===== src/rtl/axis_stall_watchdog.sv =====
// Stall/deadlock monitor for HLS dataflow regions: flags AXIS channels or sub-instances
// that stay blocked, and reports the stalled set, first source, duration and event count.
module axis_stall_watchdog #(
  parameter int unsigned N_AXIS = 2,
  parameter int unsigned N_INST = 1,
  parameter int unsigned CNT_W  = 16,
  parameter int unsigned STICKY = 0,
  parameter int unsigned IDX_W  = ((N_AXIS + N_INST) > 1) ? $clog2(N_AXIS + N_INST) : 1
) (
  input  logic                                   clock,
  input  logic                                   reset,
  input  logic [CNT_W-1:0]                       threshold,
  input  logic                                   clear,
  input  logic [N_AXIS-1:0]                      axis_block_sigs,
  input  logic [((N_INST > 0) ? N_INST : 1)-1:0] inst_idle_sigs,
  input  logic [((N_INST > 0) ? N_INST : 1)-1:0] inst_block_sigs,
  output logic [2*N_AXIS-1:0]                    axis_block_info,
  output logic                                   block,
  output logic [IDX_W-1:0]                       first_idx,
  output logic [CNT_W-1:0]                       stall_cycles,
  output logic [7:0]                             trip_count
);

  localparam int unsigned NSRC = N_AXIS + N_INST;

  typedef enum logic [1:0] {
    S_MONITOR = 2'd0,
    S_BLOCKED = 2'd1,
    S_LATCHED = 2'd2
  } state_t;

  state_t              r_state;
  logic [CNT_W-1:0]    r_cnt [N_AXIS];
  logic [2*N_AXIS-1:0] r_info;
  logic                r_block;
  logic [IDX_W-1:0]    r_first;
  logic [CNT_W-1:0]    r_stall;
  logic [7:0]          r_trips;

  logic [CNT_W:0]      w_thr_e;
  logic [NSRC-1:0]     w_trip;
  logic [2*N_AXIS-1:0] w_code;
  logic                w_any;
  logic [IDX_W-1:0]    w_first;

  // Trip detection; compare is one bit wider so a saturated counter still trips.
  always_comb begin
    w_thr_e = (threshold == '0) ? (CNT_W+1)'(1) : {1'b0, threshold};
    w_trip  = '0;
    w_code  = '0;
    for (int i = 0; i < int'(N_AXIS); i++) begin
      w_trip[i] = axis_block_sigs[i] &&
                  (({1'b0, r_cnt[i]} + (CNT_W+1)'(1)) >= w_thr_e);
      if (w_trip[i]) begin
        w_code[2*i +: 2] = ((i % 2) == 0) ? 2'b10 : 2'b01;
      end
    end
    for (int j = 0; j < int'(N_INST); j++) begin
      w_trip[N_AXIS + j] = inst_block_sigs[j] & ~inst_idle_sigs[j];
    end
    w_any   = |w_trip;
    w_first = '0;
    for (int k = int'(NSRC) - 1; k >= 0; k--) begin
      if (w_trip[k]) begin
        w_first = IDX_W'(k);
      end
    end
  end

  // Per-channel persistence counters, saturating.
  always_ff @(posedge clock) begin
    for (int i = 0; i < int'(N_AXIS); i++) begin
      if (reset || clear || !axis_block_sigs[i]) begin
        r_cnt[i] <= '0;
      end else if (r_cnt[i] != '1) begin
        r_cnt[i] <= r_cnt[i] + CNT_W'(1);
      end
    end
  end

  always_ff @(posedge clock) begin
    if (reset) begin
      r_state <= S_MONITOR;
      r_block <= 1'b0;
      r_info  <= '0;
      r_first <= '0;
      r_stall <= '0;
      r_trips <= '0;
    end else if (clear) begin
      r_state <= S_MONITOR;
      r_block <= 1'b0;
      r_info  <= '0;
      r_stall <= '0;
      r_trips <= '0;
    end else begin
      case (r_state)
        S_MONITOR: begin
          if (w_any) begin
            r_state <= S_BLOCKED;
            r_block <= 1'b1;
            r_first <= w_first;
            r_stall <= CNT_W'(1);
            r_info  <= w_code;
            if (r_trips != 8'hFF) begin
              r_trips <= r_trips + 8'd1;
            end
          end
        end
        S_BLOCKED: begin
          if (w_any) begin
            if (r_stall != '1) begin
              r_stall <= r_stall + CNT_W'(1);
            end
            r_info <= (STICKY != 0) ? (r_info | w_code) : w_code;
          end else if (STICKY != 0) begin
            r_state <= S_LATCHED;
          end else begin
            r_state <= S_MONITOR;
            r_block <= 1'b0;
            r_info  <= '0;
          end
        end
        S_LATCHED: begin
          r_block <= 1'b1;
        end
        default: begin
          r_state <= S_MONITOR;
          r_block <= 1'b0;
          r_info  <= '0;
        end
      endcase
    end
  end

  assign axis_block_info = r_info;
  assign block           = r_block;
  assign first_idx       = r_first;
  assign stall_cycles    = r_stall;
  assign trip_count      = r_trips;

endmodule


===== config.mk =====
export PLATFORM = sky130hd
export DESIGN_NAME = axis_stall_watchdog
export DESIGN_NICKNAME = d
export VERILOG_FILES = /design/src/rtl/axis_stall_watchdog.sv
export SDC_FILE = /design/constraint.sdc
export NUM_CORES = 1
export LEC_CHECK = 0
export ABC_AREA = 1
export ABC_CLOCK_PERIOD_IN_PS = 8100
export BUFFER_PORTS_ARGS = -buffer_cell sky130_fd_sc_hd__buf_4
export CORE_MARGIN = 1.5
export CORE_UTILIZATION = 25
export CTS_CLUSTER_DIAMETER = 30
export DETAILED_ROUTE_END_ITERATION = 12
export SLEW_MARGIN = 20
export SYNTH_ARGS = -nofsm -noshare
export SYNTH_HDL_FRONTEND = slang
export SYNTH_SLANG_ARGS = --single-unit
export TNS_END_PERCENT = 10

===== constraint.sdc =====
create_clock -name clock -period 8.1 [get_ports clock]
set_clock_uncertainty 0.15 [all_clocks]
set_input_delay 1.62 -clock clock [delete_from_list [all_inputs] [get_ports clock]]
set_output_delay 1.62 -clock clock [all_outputs]
set_load 0.005 [all_outputs]

---- After elaboration in Yosys (flattened, before gate mapping) ----
Memory sizes are Yosys's and may differ from the RTL's.
Cells that the tools add are included.
storage, ports and cells
  output and inout bits ................... 31
  logic and storage cells ................. 80
  memories kept ........................... 1
  bits in registers ....................... 33
  RAM bits ................................ 32
  input bits .............................. 23
memory list
  memory  depth  width  rd ports  clocked after memory_dff  write ports  RTL line  RTL
  r_cnt   2      16     2         0                         2            33        logic [CNT_W-1:0] r_cnt [N_AXIS];
operators by class
  bitwise logic cells ..................... 6
  multiplexer cells ....................... 31
  reductions and logical operators ........ 18
  equal/unequal tests ..................... 10
  $lt $le $gt $ge ......................... 2
  $add $sub $neg .......................... 6
operators by type and width
  cell                                                 count
  two-way mux 16 bit                                   6
  adder 16 x 1 -> 16 bit, second input constant        3
  inequality test 16 bit, second input constant        3
  adder 16 x 1 -> 17 bit, second input constant        2
  greater-or-equal comparator 17 x 16 -> 1 bit         2
  case mux 16 bit (2 select lines)                     1
  logical NOT 16 bit                                   1
  two-way mux 1 bit                                    13
  two-way mux 2 bit                                    6
  case mux 4 bit (3 select lines)                      1
  AND reduction 3 bit                                  3
  adder 8 x 1 -> 8 bit, second input constant          1
  two-way mux 4 bit                                    2
  inequality test 2 bit, second input constant         4
  inequality test 8 bit, second input constant         1
  case mux 2 bit (3 select lines)                      1
  AND reduction 2 bit                                  2
  AND reduction 4 bit                                  1
  logical OR 1 bit                                     3
  NOT 1 bit                                            3
  case mux 1 bit (3 select lines)                      1
  OR reduction 3 bit                                   1
  equality test 2 x 1 -> 1 bit, second input constant  1
  equality test 2 bit, second input constant           1
  other kinds (7)                                      10

---- Depth between registers and ports, before layout ----
Gate-level depths: netlist (run 1).
  depth after elaboration ................. 7
  mapped depth ............................ 27
  depth with buffers taken out ............ 26

---- Worst setup path after synthesis (run 1) ----
OpenSTA, ideal clock, no wires.
  kind .................................... input to register
  start ................................... input threshold[8]
  end ..................................... register r_trips[7] (netlist: trip_count[7])
  path buffers ............................ 1
  stages on the path ...................... 15
  data required time ...................... 7.824 ns
  library setup time ...................... 0.126 ns
  data arrival time ....................... 3.968 ns
  slack ................................... 3.856 ns
  cell sequence ........................... nor4_1 -> a41o_1 -> ha_1 -> nand4_1 -> nor4_1 -> nand2_1 -> nand3_1 -> nand2_2 -> nand2_4 -> buf_4 -> ha_1 -> a21boi_1 -> nand4_1 -> o21ai_0 -> a21oi_1
on the way
  longest elaborated chain between the ends .. 6
  elaborated cells between the ends (all ways) .. 8
  classes of those cells .................. order compare (2); mux (1); reduce/logical (5)
ends and longest elaborated chain
  element                                       RTL line  RTL
  from (decl)                                   12        input logic [CNT_W-1:0] threshold,
  logical NOT 16 bit                            48        w_thr_e = (threshold == '0) ? (CNT_W+1)'(1) : {1'b0, threshold};
  two-way mux 16 bit *                          48
  greater-or-equal comparator 17 x 16 -> 1 bit  53        (({1'b0, r_cnt[i]} + (CNT_W+1)'(1)) >= w_thr_e);
  logical AND 1 bit                             52        w_trip[i] = axis_block_sigs[i] &&
  OR reduction 3 bit *                          61        w_any = |w_trip;
  AND reduction 3 bit (no source line) *        n/a
  to (signal assigned)                          105       r_trips <= r_trips + 8'd1;
  to (decl)                                     38        logic [7:0] r_trips;
Every way passes the cells marked *; elsewhere a longest branch is shown, timed or not.
A chain may end at the register's enable or synchronous reset.

---- Worst setup path after layout (run 1) ----
  start ................................... input threshold[12]
  end ..................................... register r_trips[7] (netlist: trip_count[7])
Same word-level chain as after synthesis.

==> results of run 1 <==
## critical path, cell delays in order
cell and delay (ps):
buf_4 110, nor4_1 650, a41o_1 320, ha_1 140, nand4_1 80, nor4_1 180
nand2_1 70, nand3_1 150, nand2_2 120, nand2_4 240, ha_1 190, a21boi_1 490
nand4_1 230, o21ai_0 260, a21oi_1 90
## power groups by stage
stage / Sequential [mW] / Clock [mW] / Combinational [mW]
2_1_floorplan: 0.333 / 0 / 0.0311
3_3_place_gp: 0.334 / 0 / 0.0499
3_5_place_dp: 0.334 / 0 / 0.0501
4_1_cts: 0.327 / 0.385 / 0.0504
5_1_grt: 0.327 / 0.398 / 0.0574
6_report: 0.327 / 0.372 / 0.0503
## stage by stage
step | total power, mW | util | hold slack [ps] | cell area [um^2] | std cells
after floorplan | 0.3639 | - | 299.3 | 4454 | 609
after global placement | 0.3837 | 0.2898 | 335.4 | 5030 | 873
after detailed placement | 0.3838 | 0.2898 | 333.2 | 5030 | 873
after CTS | 0.7629 | 0.3064 | 343.3 | 5318 | 889
after global routing | 0.7830 | 0.3064 | 369.0 | 5318 | 889
final | 0.7497 | 0.3064 | 351.8 | 5318 | 889
## state kept, by name (all words and copies together) (netlist names)
name	count
axis_block_info	2
first_idx	2
r_cnt	32
r_state	1
stall_cycles	16
trip_count	8
## worst max path at each step
stage | endpoint | from | slack, ps
final | trip_count[7] | threshold[12] | 3210
after global routing | trip_count[7] | r_cnt[1][0] | 2880
after CTS | trip_count[7] | threshold[12] | 3280
after detailed placement | trip_count[7] | threshold[12] | 2910
after global placement | trip_count[7] | threshold[12] | 2980
after floorplan | trip_count[7] | threshold[8] | 3860
## area by class of cell
type / instances / area, um^2 / area share
sequential: 61 / 1541 / 0.2899
tap: 225 / 281.5 / 0.05294
clock inverter: 3 / 16.27 / 0.003059
timing repair buffer: 51 / 382.9 / 0.07200
clock buffer: 13 / 271.5 / 0.05106
inverter: 104 / 390.4 / 0.07341
multi-input combinational: 432 / 2434 / 0.4576
## layout by cell type, fill, tap and decap left out, types with 4 or more instances in the layout
master,instances
nor3_1,18
ha_1,37
o21ai_0,10
buf_4,51
clkbuf_16,10
xor2_1,20
xnor2_1,7
nand4_1,15
nor2_1,89
inv_1,100
nand2_2,7
nand2_1,110
edfxtp_1,32
nand3_1,37
dfxtp_1,29
nor4_1,7
nor2_2,5
nor3b_1,4
a21oi_1,42
## layer usage
metal	up-vias	wire [um]
li1	2080	-
met1	1746	5118
met2	89	4609
met3	13	725
met4	0	190
met5	-	0
## cell families after synthesis
kind of cell	Yosys count	synth area share
fa+ha+maj	37	0.1040
compound gates	59	0.07113
other cells	1	0.0008426
buf+inv	116	0.1077
simple gates	307	0.3168
flops	61	0.3464
xor+xnor	27	0.05314
==> key figures, run 1 <==
Global routing
  • M3 GR Usage: 0.04101
  • Grt ovf: 0
  • M2 GR Usage: 0.1835
  • Met1 usage in global routing: 0.1605
  • First-pass GRT wire length: approximately 17 mm
  • Total GRT Usage: 0.1218
  • Initial antenna violation count: 0
  • Pin count of the biggest net entering global routing: 23
  • Vias in the first global route: around 3,600
  • Gr busiest metal: met2

Route
  • Drt wl/cell: around 12 um
  • Drt first pass iters: 4
  • Initial DRC Count: 168
  • Routed WL: between 10 and 15 mm
  • DRT antenna net count: 0
  • Via/cell ratio: 4.418
  • Via count: 3,928
  • DRC errors left: 0

Yosys
  • Cell area after synthesis: ~4500 um^2
  • Flops & latches, synth: 61
  • Syn Inst Count: between 600 and 700
  • Library cells used by synthesis: 42
  • Asr flop ratio synth: 0
  • Mean Syn Cell Area: 7.320 um^2
  • Sequential area share after synthesis: 0.3464
  • EDFF count, synth: 32
  • Top cells by count, synth: nand2_1, inv_1, nor2_1
  • Predominant post-synthesis flop cell: edfxtp_1
  • Synth top area cells: edfxtp_1, dfxtp_1, ha_1, nand2_1, inv_1
  • Cell with the most instances after synthesis: nand2_1
  • Synth top area share: 0.2159
  • Synth warn: 0
  • Area leader, netlist: edfxtp_1

CTS
  • Hold buffers post-CTS: 0
  • Post-CTS Setup Bufs: 0
  • Later-pin clock latency in the skew report: approximately 340 ps
  • H-Tree Depth: 3
  • Clk buf depth: 2
  • Root Buffer: clkbuf_16
  • TritonCTS Buffers: 9
  • Reg clk slew, reported paths: 60 ps
  • Clock sinks: a little over 60
  • CTS tree: built
  • Post_cts resized: 0

Cells and area
  • Layout filler cell count: between 1,500 and 2,000
  • Syn-to-layout area delta: 19.48%
  • Ant diodes: 0
  • Layout Nets: between 700 and 800
  • Fraction of layout cells with a size suffix above 1: 0.1370

Worst setup path
  • Crit start category: primary input
  • CP Class: primary input to register
  • Worst EP required: 8170 ps
  • Worst reg-to-reg setup slack: 3440 ps
  • Worst r2r dst: trip_count[7]
  • CP endpoint kind: register
  • Reg-to-reg startpoint: r_cnt[1][0]
  • CP arrival: 4960 ps
  • Worst-path fanout max: 22
  • R2R cell count: 22

Floorplan
  • Starting Density: 0.2564
  • # IOs: 54
  • FP Rows: 48
  • Chip height: around 140 um
  • Core Box Area: approximately 17,000 um^2
  • Die X: 136.4 um
  • Die area: 18,610 um^2

Power and ir drop
  • Switching share of total power: 0.2304
  • Logic pwr share: 0.067
  • Leak pwr: roughly 2.3 nW
  • Clock power share: 0.496
  • Max IR drop VDD: 0.09595 mV
  • Switching pwr: 172.7 uW
  • PwrDens: 141.0 nW/um^2
  • Sequential share of power: 0.437
  • Internal Power: around 580 uW

STA
  • Min Tclk post-route: about 4900 ps
  • Least-Margin Pin Slew: approximately 940 ps
  • Final Hold Vio Count: 0
  • Setup-failing EPs final: 0
  • Final period utilization: 0.6038
  • Worst setup margin: 3209 ps
  • RSZ-0062 raised after global routing: no
  • Setup TNS: 0 ps
  • Highest Clock Rate: slightly above 200 MHz
  • Max-Slew Margin vs Limit: 0.3707
  • Pins Over Slew Limit: 0

Placement
  • Final HPWL from detailed placement: between 8 and 9 mm
  • PortBufs: just over 50
  • Setup Slack @ Placement: between 2000 and 3000 ps
  • RePlAce Congestion: 0.8507

Hold path
  • Worst Hold Launch: first_idx[1]
  • Hold endpoint: first_idx[1]
  • HP Class: register to register
  • Hold Crit Depth: 2

Status
  • Status: finished, final reports clean

Job
  • Max cap viols: 0
Note: power is estimated with default switching activity, not from simulation.
==> run 2, diff against run 1 <==
--- a/config.mk
+++ b/config.mk
@@ -6,7 +6,7 @@
 export NUM_CORES = 1
 export LEC_CHECK = 0
 export ABC_AREA = 1
-export ABC_CLOCK_PERIOD_IN_PS = 8100
+export ABC_CLOCK_PERIOD_IN_PS = 5000
 export BUFFER_PORTS_ARGS = -buffer_cell sky130_fd_sc_hd__buf_4
 export CORE_MARGIN = 1.5
 export CORE_UTILIZATION = 25
==> constraint.sdc (replaced) <==
create_clock -name clock -period 5 [get_ports clock]
set_clock_uncertainty 0.15 [all_clocks]
set_input_delay 1 -clock clock [delete_from_list [all_inputs] [get_ports clock]]
set_output_delay 1 -clock clock [all_outputs]
set_load 0.005 [all_outputs]
==> run 2 against run 1 <==
Net effect: final cell count is 0.11% higher; clock-buffer cell count is 3 higher; sequential share of layout area is 0.14 points lower; sequential power is 62% higher; power is 65% higher; via count is 1.1% lower; critical endpoint unchanged; largest cell class unchanged; largest power group unchanged; highest routed layer unchanged.
==> key figures, run 2 (synthesized netlist as in run 1, its figures left out) <==
Cells and area
  • Layout Nets: about 700
  • Max reg flops: 32
  • Fraction of layout cells with a size suffix above 1: 0.1383
  • Syn-to-layout area delta: 20.07%
  • Final core utilization: 0.3079
  • Layout filler cell count: about 1,900
  • Most common cell after layout, fill and taps aside: nand2_1
  • Ant diodes: 0
  • Largest Register: r_cnt
  • Non-filler instance count after layout: slightly below 900
  • Commonest non-fill, non-tap cells in the layout: nand2_1, inv_1, nor2_1

Global routing
  • M2 GR Usage: 0.1967
  • Pin count of the biggest net entering global routing: 23
  • Total GRT Usage: 0.1260
  • M3 GR Usage: 0.04027
  • Initial antenna violation count: 0
  • Grt ovf: 0
  • Gr busiest metal: met2
  • Met1 usage in global routing: 0.1692
  • Vias in the first global route: 3,804
  • First-pass GRT wire length: ~18 mm

CTS
  • Clk buf depth: 2
  • Hold buffers post-CTS: 0
  • Root Buffer: clkbuf_16
  • Clock sinks: 61
  • H-Tree Depth: 3
  • Reg clk slew, reported paths: 60 ps
  • Later-pin clock latency in the skew report: between 300 and 400 ps
  • TritonCTS Buffers: 9
  • CTS tree: built

Power and ir drop
  • Internal Power: 964.8 uW
  • Sequential share of power: 0.428
  • Switching pwr: between 200 and 300 uW
  • PwrDens: about 230 nW/um^2
  • Leak pwr: between 2 and 2.5 nW
  • Clock power share: 0.506
  • Max IR drop VDD: 0.1572 mV
  • Logic pwr share: 0.066
  • Switching share of total power: 0.2212
  • Power Total: 1.239 mW

Worst setup path
  • R2R cell count: 23
  • Reg-to-reg startpoint: r_cnt[1][0]
  • Crit path max-delay cell type: edfxtp_1
  • Worst-path fanout max: 22
  • CP endpoint kind: register
  • CP Class: register to register
  • CP arrival: 4410 ps
  • Worst EP required: ~5100 ps
  • CP endpoint: trip_count[7]
  • Worst r2r dst: trip_count[7]
  • CP most frequent cell: nand2_1
  • CP max stage delay: 410 ps
  • Worst reg-to-reg setup slack: 650 ps
  • CP Launch Point: r_cnt[1][0]
  • Crit start category: register
  • Crit-path cells: ha_1, nand2_1, inv_2, nand2_2, nor2_4, and2_1, nand2_1, nor2_1, nand2_1, nor2_1, nor2_1, ha_1, nand4_1, nor4_1, nand2_1, nand3_1, nand2_2, nand2_4, ha_1, a21boi_2, nand4_1, o21ai_0, a21oi_1

Floorplan
  • Die X: 136.4 um
  • Core Box Area: 17,360 um^2
  • FP Rows: 48
  • Starting Density: 0.2564
  • Die area: 18,610 um^2
  • # IOs: 54
  • Chip height: 136.4 um

Route
  • Via count: 3,886
  • Routed WL: between 10 and 15 mm
  • Initial DRC Count: 242
  • Via/cell ratio: ~4.4
  • DRC errors left: 0
  • Drt first pass iters: 4
  • DRT antenna net count: 0
  • Drt wl/cell: ~12 um

STA
  • RSZ-0062 raised after global routing: no
  • Highest Clock Rate: 229.8 MHz
  • Setup TNS: 0 ps
  • Least-Margin Pin Slew: 886.0 ps
  • Final Hold Vio Count: 0
  • Hold Worst Slack: ~340 ps
  • Pins Over Slew Limit: 0
  • Max-Slew Margin vs Limit: 0.4076
  • Min Tclk post-route: 4352 ps
  • Setup-failing EPs final: 0
  • Final period utilization: 0.8704

Job
  • Max cap viols: 0

Placement
  • PortBufs: between 50 and 60
  • Final HPWL from detailed placement: 8.232 mm
  • DP Cell Count: 874
  • RePlAce Congestion: 0.8520

Hold path
  • HP Class: register to register

Status
  • Status: finished, final reports clean
run 2: changes by cell type in the layout (fill, tap and decap cells not counted), sizes merged:
cell / delta
buf: +1
clkbuf: +3
clkinv: -2
inv: -1
run 2: repair_timing:
action,CTS,global route
setup buffers,0,0
setup endpoints to repair,0,3
gates resized for setup,0,1
run 2: power groups by stage:
stage	combinational (mW)	clock (mW)	sequential, mW
after floorplan	0.0503	0	0.539
after global placement	0.0814	0	0.541
after detailed placement	0.0816	0	0.540
after CTS	0.0820	0.644	0.530
after global routing	0.0940	0.662	0.531
final	0.0818	0.627	0.530
run 2: layout make-up:
| type | count | area, um^2 | share of cell area |
|---|---|---|---|
| clock buffers | 16 | 302.8 | 0.05666 |
| well taps | 225 | 281.5 | 0.05268 |
| repair buffers | 52 | 390.4 | 0.07305 |
| multi-input cells | 432 | 2437 | 0.4561 |
| inverters | 104 | 390.4 | 0.07305 |
| flip-flops and latches | 61 | 1541 | 0.2885 |
run 2: how the worst min path moves through the flow:
| stage | from | depth (start not counted) | slack, ps | end |
|---|---|---|---|---|
| 2_1_floorplan | first_idx[1] | 2 | 300 | first_idx[1] |
| 6_report | first_idx[1] | 2 | 340 | first_idx[1] |
| 4_1_cts | first_idx[1] | 2 | 340 | first_idx[1] |
| 5_1_grt | first_idx[1] | 2 | 370 | first_idx[1] |
| 3_5_place_dp | first_idx[1] | 2 | 330 | first_idx[1] |
| 3_3_place_gp | first_idx[1] | 2 | 330 | first_idx[1] |
run 2: per-stage QoR:
stage / cell area [um^2] / worst slack [ps]
floorplan: 4454 / 1020
global placement: 5037 / 601.8
detailed placement: 5037 / 434.3
CTS: 5340 / 435.9
global route: 5344 / 34.73
finish: 5344 / 648.2
run 2: worst max-delay path, delay by kind of cell, from the launching register on:
kind,cells,cell delay [ps]
AND/OR/NAND/NOR,16,2230
buffers and inverters,1,70
flip-flops,1,410
adder cells (fa/ha/maj),3,700
AO/OA/AOI/OAI,3,670
run 2: layer usage:
metal  up-vias  share of wire
met1      1727           0.50
li1       2086              -
met5         -              0
met3         5          0.055
met4         0         0.0066
met2        68           0.43
